## src/rtl/reg_pkg.sv

```systemverilog
`default_nettype none
// ============================================================================
// Module      : reg_pkg
// Description : Shared constants and helpers for the register pipeline.
// Revision    : 1.0 - initial release
// ============================================================================
package reg_pkg;

    localparam int REG_PIPE_DEPTH_MIN = 1;
    localparam int REG_PIPE_DEPTH_MAX = 16;

    // Width of an occupancy counter that must represent 0..depth inclusive.
    function automatic int cnt_width(input int depth);
        return $clog2(depth + 1);
    endfunction

endpackage
`default_nettype wire

```

## src/rtl/reg_pipe_stage.sv

```systemverilog
`default_nettype none
// ============================================================================
// Module      : reg_pipe_stage
// Description : One enable-gated pipeline stage (data + valid) with sync
//               reset to RST_VAL and a flush that clears valid only.
// Revision    : 1.0 - initial release
// ============================================================================
module reg_pipe_stage #(
    parameter int                    DATA_WIDTH = 32,
    parameter logic [DATA_WIDTH-1:0] RST_VAL    = '0
) (
    input  logic                  i_clk,
    input  logic                  i_rst,
    input  logic                  i_flush,
    input  logic                  i_dn_ready,
    input  logic                  i_valid,
    input  logic [DATA_WIDTH-1:0] i_data,
    output logic                  o_ready,
    output logic                  o_valid,
    output logic [DATA_WIDTH-1:0] o_data
);

    logic                  r_valid;
    logic [DATA_WIDTH-1:0] r_data;

    // An empty stage always accepts, which is what lets bubbles collapse.
    assign o_ready = ~r_valid | i_dn_ready;

    always_ff @(posedge i_clk) begin
        if (i_rst) begin
            r_valid <= 1'b0;
            r_data  <= RST_VAL;
        end else if (i_flush) begin
            r_valid <= 1'b0;
        end else if (o_ready) begin
            r_valid <= i_valid;
            r_data  <= i_data;
        end
    end

    assign o_valid = r_valid;
    assign o_data  = r_data;

endmodule
`default_nettype wire

```

## src/rtl/reg_pipe_rst_sync.sv

```systemverilog
`default_nettype none
// ============================================================================
// Module      : reg_pipe_rst_sync
// Description : DEPTH-stage valid/ready register pipeline, synchronous reset.
//               Define REG_PIPE_CNT_EN to add the o_cnt occupancy output.
// Revision    : 1.0 - initial release
// ============================================================================
module reg_pipe_rst_sync
    import reg_pkg::*;
#(
    parameter int                    DATA_WIDTH = 32,
    parameter int                    DEPTH      = 2,
    parameter logic [DATA_WIDTH-1:0] RST_VAL    = '0
) (
    input  logic                  i_clk,
    input  logic                  i_rst,
    input  logic                  i_flush,
    input  logic                  i_valid,
    output logic                  o_ready,
    input  logic [DATA_WIDTH-1:0] i_data,
    output logic                  o_valid,
    input  logic                  i_ready,
    output logic [DATA_WIDTH-1:0] o_data
`ifdef REG_PIPE_CNT_EN
    ,
    output logic [cnt_width(DEPTH)-1:0] o_cnt
`endif
);

    generate
        if (DEPTH < REG_PIPE_DEPTH_MIN || DEPTH > REG_PIPE_DEPTH_MAX) begin : g_depth_check
            $error("reg_pipe_rst_sync: DEPTH must be within 1..16");
        end
    endgenerate

    logic [DEPTH:0]        w_ready;
    logic [DEPTH-1:0]      w_valid;
    logic [DEPTH-1:0]      w_up_valid;
    logic [DATA_WIDTH-1:0] w_data    [DEPTH];
    logic [DATA_WIDTH-1:0] w_up_data [DEPTH];

    assign w_ready[DEPTH] = i_ready;

    generate
        for (genvar k = 0; k < DEPTH; k++) begin : g_stage
            if (k == 0) begin : g_head
                assign w_up_valid[k] = i_valid;
                assign w_up_data[k]  = i_data;
            end else begin : g_body
                assign w_up_valid[k] = w_valid[k-1];
                assign w_up_data[k]  = w_data[k-1];
            end

            reg_pipe_stage #(
                .DATA_WIDTH (DATA_WIDTH),
                .RST_VAL    (RST_VAL)
            ) u_stage (
                .i_clk      (i_clk),
                .i_rst      (i_rst),
                .i_flush    (i_flush),
                .i_dn_ready (w_ready[k+1]),
                .i_valid    (w_up_valid[k]),
                .i_data     (w_up_data[k]),
                .o_ready    (w_ready[k]),
                .o_valid    (w_valid[k]),
                .o_data     (w_data[k])
            );
        end
    endgenerate

    // Input is refused during a flush so nothing slips in behind the clear.
    assign o_ready = w_ready[0] & ~i_flush;
    assign o_valid = w_valid[DEPTH-1];
    assign o_data  = w_data[DEPTH-1];

`ifdef REG_PIPE_CNT_EN
    localparam int c_cnt_w = cnt_width(DEPTH);

    logic               w_in_xfer;
    logic               w_out_xfer;
    logic [c_cnt_w-1:0] r_cnt;

    assign w_in_xfer  = i_valid & o_ready;
    assign w_out_xfer = o_valid & i_ready;

    always_ff @(posedge i_clk) begin
        if (i_rst || i_flush) begin
            r_cnt <= '0;
        end else if (w_in_xfer && !w_out_xfer) begin
            r_cnt <= r_cnt + c_cnt_w'(1);
        end else if (!w_in_xfer && w_out_xfer) begin
            r_cnt <= r_cnt - c_cnt_w'(1);
        end
    end

    assign o_cnt = r_cnt;
`endif

endmodule
`default_nettype wire

```

## config.mk

```make
export PLATFORM = sky130hd
export DESIGN_NAME = reg_pipe_rst_sync
export DESIGN_NICKNAME = d
export VERILOG_FILES = /design/src/rtl/reg_pkg.sv /design/src/rtl/reg_pipe_stage.sv /design/src/rtl/reg_pipe_rst_sync.sv
export SDC_FILE = /design/constraint.sdc
export NUM_CORES = 1
export LEC_CHECK = 0
export BUFFER_PORTS_ARGS = -buffer_cell sky130_fd_sc_hd__buf_2
export CAP_MARGIN = 5
export CORE_MARGIN = 2
export CORE_UTILIZATION = 47
export DETAILED_ROUTE_END_ITERATION = 8
export PLACE_DENSITY = 0.75
export SYNTH_ARGS = -nofsm -noshare
export SYNTH_HDL_FRONTEND = slang
export SYNTH_SLANG_ARGS = --single-unit
export TNS_END_PERCENT = 50
```

## constraint.sdc

```tcl
create_clock -name i_clk -period 1.2 [get_ports i_clk]
set_input_delay 0.24 -clock i_clk [delete_from_list [all_inputs] [get_ports i_clk]]
set_output_delay 0.24 -clock i_clk [all_outputs]
set_load 0.01 [all_outputs]
```

==> results of run 1 <==
==> worst paths after layout <==
kind	start	endpoint	slack [ns]	depth (start not counted)
min reg2reg	g_stage[0].u_stage.o_data[1]	g_stage[1].u_stage.o_data[1]	0.46	2
max reg2reg	g_stage[1].u_stage.o_valid	g_stage[0].u_stage.o_data[14]	-0.04	5
max	g_stage[1].u_stage.o_valid	o_ready	-0.08	3
min	i_data[13]	g_stage[0].u_stage.o_data[13]	0.16	3
==> kinds of logic (layout without fill, tap and decap cells) <==
kind of cell,after synthesis,count (layout),synth area share
AO/OA/AOI/OAI,66,66,0.125
buffers and inverters,29,105,0.0573
AND/OR/NAND/NOR,101,101,0.216
multiplexers,32,32,0.117
flip-flops,66,66,0.484
==> power breakdown <==
part | switching (mW) | leakage (nW) | total, mW | internal, mW
clock | 0.854 | 0.127 | 2.45 | 1.60
combinational | 0.251 | 0.889 | 0.510 | 0.259
sequential | 0.0548 | 0.541 | 2.35 | 2.30
==> routing by layer <==
metal | wire [µm] | global-route usage
met1 | 2930 | 0.247
met2 | 3360 | 0.361
met3 | 262 | 0.0472
met4 | 110 | 0.0932
met5 | 0 | 0
==> critical path: cells and delay by family, from the launching register on <==
family / cells / cell delay [ns]
DFF: 1 / 0.33
and+or+nand+nor: 1 / 0.13
AOI/OAI and AO/OA: 1 / 0.13
buffers and inverters: 1 / 0.13
==> per-stage QoR <==
stage / util / cells / TNS, ns
6_report: 0.651 / 442 / -0.326
5_1_grt: 0.651 / 442 / -1.70
4_1_cts: 0.627 / 438 / -0.212
3_5_place_dp: 0.574 / 419 / 0
3_3_place_gp: 0.574 / 419 / 0
2_1_floorplan: - / 294 / -1.23
==> area by class of cell <==
cell class,instances,area [µm²],area share
clock inverters,6,136,0.0378
repair buffers,88,648,0.180
well taps,72,90.1,0.0250
inverters,1,3.75,0.00104
multi-input cells,199,1280,0.354
clock buffers,10,128,0.0354
flip-flops and latches,66,1320,0.367
==> repair_timing <==
action / CTS / global route
setup buffers: 3 / 0
endpoints found under the setup margin: 1 / 58
resized for setup: 2 / 8
pin swaps: 1 / 3
cloned: 0 / 4
==> flip-flops by register name, summed over array words and instances, names as in the netlist <==
register,count
g_stage.u_stage.o_valid,2
g_stage.u_stage.o_data,64
==> placed cells by master, fill, tap and decap left out, types with 2 or more instances in the layout <==
master and count:
buf_2 69, dfxtp_1 65, nand2b_1 64, nand3_1 32, o21ai_0 32, a21oi_1 32
mux2i_1 30, clkbuf_8 9, buf_12 6, buf_4 6, bufinv_16 4, clkbuf_16 4
mux2i_2 2, buf_6 2
==> impl_results.md, run 1 <==
* Hold bufs inserted after CTS at 0
* RSZ-0062 raised after global routing: true
* Share of post-route cells with drive strength above 1 at 0.300
* # clock sinks at 66
* Final worst path period share at 1.07
* Crit path DAT at 1.04 ns
* Min Hold Slack at 0.158 ns
* Die Width at 80.2 µm
* Status: finished, violations left
* Final WS setup at -0.0848 ns
* Register area share after synthesis at 0.484
* Clk_skew at 0.00504 ns
* Drt wl/cell at 15.1 µm
* Cell area after synthesis at 0.00273 mm²
* Antenna viol nets, final at 0
* Place WS at 0.0304 ns
* Syn_area_per_cell at 9.28 µm²
* First-pass GRT wire length at 10300 µm
* DR vias at 2274
* HP Class: input pin to flip-flop
* Slowest cell on the critical path: dfxtp_2
* Vias per std cell at 5.14
* Unique masters post-synth at 16
* GPL Wtd Cong at 0.727
* Pwr dens at 1470 mW/mm²
* CP Capture Type: output pin
* Fin nets at 402
* Pre-Repair DR Iteration Count at 4
* Rows at 27
* WS Path Type: flip-flop to output pin
* IO buf count at 70
* Die area at 0.00643 mm²
* Final Hold Viols at 0
* Initial antenna violation count at 0
* Peak supply drop at 1.07 mV
* Setup-failing EPs final at 21
* Achievable frequency at 0.778 GHz
* Total power at 5.31 mW
* Initial core utilization at 0.492
* Synthesis-stage register bit count at 66
* Worst Path Max Fanout at 2
* Die Ht at 80.2 µm
* Syn Nets at 331
* CP cell instances: nor2b_4 -> a21oi_4 -> buf_6
* CTS root buf: clkbuf_8
* Ys flop type: dfxtp_1
* Core ar. at 0.00554 mm²
* Lkg Pwr at 1.56 nW
* Leading post-synthesis cells by cell area: dfxtp_1 48%, nand2b_1 15%, mux2i_1 12%
* CP peak stage delay at 0.33 ns
* Worst-Margin Slew at 0.217 ns
* Cell taking the most area after synthesis: dfxtp_1
* Post-DP HPWL at 4030 µm
* Area Growth Syn to Fin at 32.2%
* Max Slew Vio Count at 0
* Mapped Cells at 294
* Fraction of registers with async set/reset at 0
* Vias in the first global route at 2235
* Failing checks: setup timing
* Largest net degree at the start of global routing at 55
* Post-synth EDFFs at 0
* Post-synth top cells: 66 x dfxtp_1, 64 x nand2b_1, 33 x a21oi_1
* Finished Cell Area at 0.00361 mm²
* DRC viols at 0
* Slew margin rel. at 0.854
* Max-cap violations at 0
* Worst-Skew Late Latency at 0.34 ns
* H-tree Lvls at 3
* Area share of the largest cell type after synthesis at 0.484
* Placed inst area at 0.00318 mm²
* Total CTS buffers at 9
* Drt first-iter violations at 66
* Minimum clock period at 1.28 ns
* Tot GR Track Use at 0.209
* Fillers at 472
* DRT Wirelength at 6670 µm
* ANT cells at 0
* Top-Level Pins at 71
* GRT overflow at 0
* Clk pin slew, worst setup/hold paths at 0.07 ns
* Most common cell in the netlist: dfxtp_1
* CP Data Required Time at 0.96 ns
* Synthesis Warnings at 0
* Crit path launch type: flip-flop
* Clock Path Buffers at 2
* CTS tree: done
No activity file was read; power rests on OpenSTA's default activity.
==> run 2: changes to the inputs <==
--- a/config.mk
+++ b/config.mk
@@ -8,9 +8,9 @@
 export BUFFER_PORTS_ARGS = -buffer_cell sky130_fd_sc_hd__buf_2
 export CAP_MARGIN = 5
 export CORE_MARGIN = 2
-export CORE_UTILIZATION = 47
+export CORE_UTILIZATION = 52
 export DETAILED_ROUTE_END_ITERATION = 8
-export PLACE_DENSITY = 0.75
+export PLACE_DENSITY = 0.79
 export SYNTH_ARGS = -nofsm -noshare
 export SYNTH_HDL_FRONTEND = slang
 export SYNTH_SLANG_ARGS = --single-unit
==> constraint.sdc (replaced) <==
create_clock -name i_clk -period 1.3 [get_ports i_clk]
set_input_delay 0.325 -clock i_clk [delete_from_list [all_inputs] [get_ports i_clk]]
set_output_delay 0.325 -clock i_clk [all_outputs]
set_load 0.01 [all_outputs]
==> run 2 against run 1 <==
The flow still finishes with violations (setup timing). Clock-buffer cell count increased by 4. Cell area decreased by 5.6%. Clock skew grew 0.0011 ns. Sequential power shrank 8%. Clock power fell by 29%. Critical endpoint unchanged. Power shrank 19%. Setup slack gained 0.0098 ns. Worst hold slack better by 0.082 ns.
==> impl_results.md, run 2 (same netlist as run 1, synthesis figures left out) <==
* Status: finished, violations left
* Failing checks: setup timing
* Worst-Margin Slew at 0.205 ns (-0.0120 ns)
* Fin nets at 399 (-0.75%)
* Max-cap violations at 0 (unchanged)
* Vias in the first global route at 2082 (-6.8%)
* H-tree Lvls at 3 (unchanged)
* Tot GR Track Use at 0.207 (-0.00264)
* First-pass GRT wire length at 9620 µm (-6.7%)
* CP Data Required Time at 0.98 ns (+0.02 ns)
* Max Slew Vio Count at 0 (unchanged)
* Top-Level Pins at 71 (unchanged)
* Max reg flops at 64 (unchanged)
* GRT overflow at 0 (unchanged)
* Die Width at 76.4 µm (-4.7%)
* Clk_skew at 0.00617 ns (+0.00113 ns)
* Worst-Skew Late Latency at 0.33 ns (about the same)
* Pre-Repair DR Iteration Count at 4 (unchanged)
* Clock Path Buffers at 2 (unchanged)
* ANT cells at 0 (unchanged)
* Slew margin rel. at 0.863 (+0.00951)
* Vias per std cell at 5.15 (+0.12%)
* Commonest non-fill, non-tap cell in the layout: buf_2
* Largest net degree at the start of global routing at 51 (-7.3%)
* Lkg Pwr at 1.48 nW (-5.2%)
* Share of post-route cells with drive strength above 1 at 0.278 (-0.0221)
* Crit path launch type: flip-flop
* Final worst path period share at 1.06
* Clk pin slew, worst setup/hold paths at 0.07 ns (about the same)
* Rows at 26 (-3.7%)
* Place WS at 0.0364 ns (+0.00601 ns)
* Initial antenna violation count at 0 (unchanged)
* GPL Wtd Cong at 0.759 (+4.5%)
* Crit path DAT at 1.05 ns (about the same)
* CTS root buf: clkbuf_8
* Core ar. at 0.00507 mm² (-8.4%)
* Worst Path Max Fanout at 2 (unchanged)
* Post-DP HPWL at 3770 µm (-6.6%)
* Setup-failing EPs final at 1 (-95%)
* Non-Filler Instances at 437 (-1.1%)
* Initial core utilization at 0.537 (+0.0452)
* Area Growth Syn to Fin at 24.8%
* DRC viols at 0 (unchanged)
* Most frequent cells in the layout: 69 x buf_2, 65 x dfxtp_1, 64 x nand2b_1, 33 x a21oi_1
* Die Ht at 76.4 µm (-4.7%)
* DRT Wirelength at 5780 µm (-13%)
* CP Capture Type: output pin
* DR vias at 2251 (-1.0%)
* Fillers at 448 (-5.1%)
* Total CTS buffers at 9 (unchanged)
* HP Class: input pin to flip-flop
* Pwr dens at 1270 mW/mm² (-14%)
* Peak supply drop at 1.14 mV (+6.9%)
* Drt wl/cell at 13.2 µm (-12%)
* Drt first-iter violations at 141 (+110%)
* # clock sinks at 66 (unchanged)
* IO buf count at 70 (unchanged)
* CTS tree: done
* R2R Setup Slk at 0.06 ns (+0.10 ns)
* Final WS setup at -0.0750 ns (+0.00975 ns)
* Antenna viol nets, final at 0 (unchanged)
* Total power at 4.33 mW (-19%)
* WS Path Type: flip-flop to output pin
* Achievable frequency at 0.727 GHz
* Placed cells at 418 (-0.24%)
* Die area at 0.00584 mm² (-9.1%)
* Minimum clock period at 1.38 ns
* RSZ-0062 raised after global routing: true
* Final Hold Viols at 0 (unchanged)
run 2: cell type report:
type                            instances  area (µm²)  share of cell area
Sequential cell                        66        1320               0.389
Multi-Input combinational cell        199        1260               0.371
Timing Repair Buffer                   85         531               0.156
Clock buffer                           14         163              0.0478
Tap cell                               70        87.6              0.0257
Clock inverter                          2        35.0              0.0103
Inverter                                1        3.75             0.00110
run 2: power breakdown:
| part | total [mW] | internal [mW] | switching [mW] |
|---|---|---|---|
| clock network | 1.73 | 0.991 | 0.734 |
| registers | 2.17 | 2.12 | 0.0490 |
| logic | 0.433 | 0.218 | 0.215 |
| total | 4.33 | 3.33 | 0.998 |
run 2: metal layers:
| metal | up-vias | share of wire | GRT usage |
|---|---|---|---|
| li1 | 1132 | - | - |
| met1 | 1058 | 0.46 | 0.245 |
| met2 | 53 | 0.48 | 0.356 |
| met3 | 8 | 0.042 | 0.0474 |
| met4 | 0 | 0.017 | 0.0927 |
| met5 | - | 0 | 0 |
run 2: path summary, 6_finish.rpt:
| kind | startpoint | endpoint | cells after the start |
|---|---|---|---|
| setup / recovery | g_stage[1].u_stage.o_valid | o_ready | 3 |
| hold / removal | i_data[13] | g_stage[0].u_stage.o_data[13] | 3 |
| setup reg to reg | g_stage[1].u_stage.o_valid | g_stage[0].u_stage.o_data[8] | 5 |
| hold reg to reg | g_stage[0].u_stage.o_data[10] | g_stage[1].u_stage.o_data[10] | 2 |
run 2: critical path, cell delays in order (launching register included):
cell and delay [ns]:
dfxtp_2 0.32, nor2b_4 0.13, a21oi_4 0.14, buf_6 0.12
run 2: what timing repair did:
| action | in CTS | in global routing |
|---|---|---|
| resized for setup | 2 | 3 |
| setup buffers | 3 | 0 |
| setup endpoints to repair | 1 | 17 |
| pin swaps | 1 | 1 |
| hold buffers | 0 | 0 |
| gates cloned | 0 | 0 |
run 2: stage by stage:
step                hold WS, ns  setup TNS, ns  instance area [µm²]   util
floorplan                 0.444        -0.0338                 2740      -
global placement          0.451              0                 3160  0.623
detailed placement        0.459              0                 3160  0.623
CTS                       0.235         -0.105                 3390  0.668
global route              0.245         -0.114                 3400  0.671
finish                    0.241        -0.0750                 3400  0.671
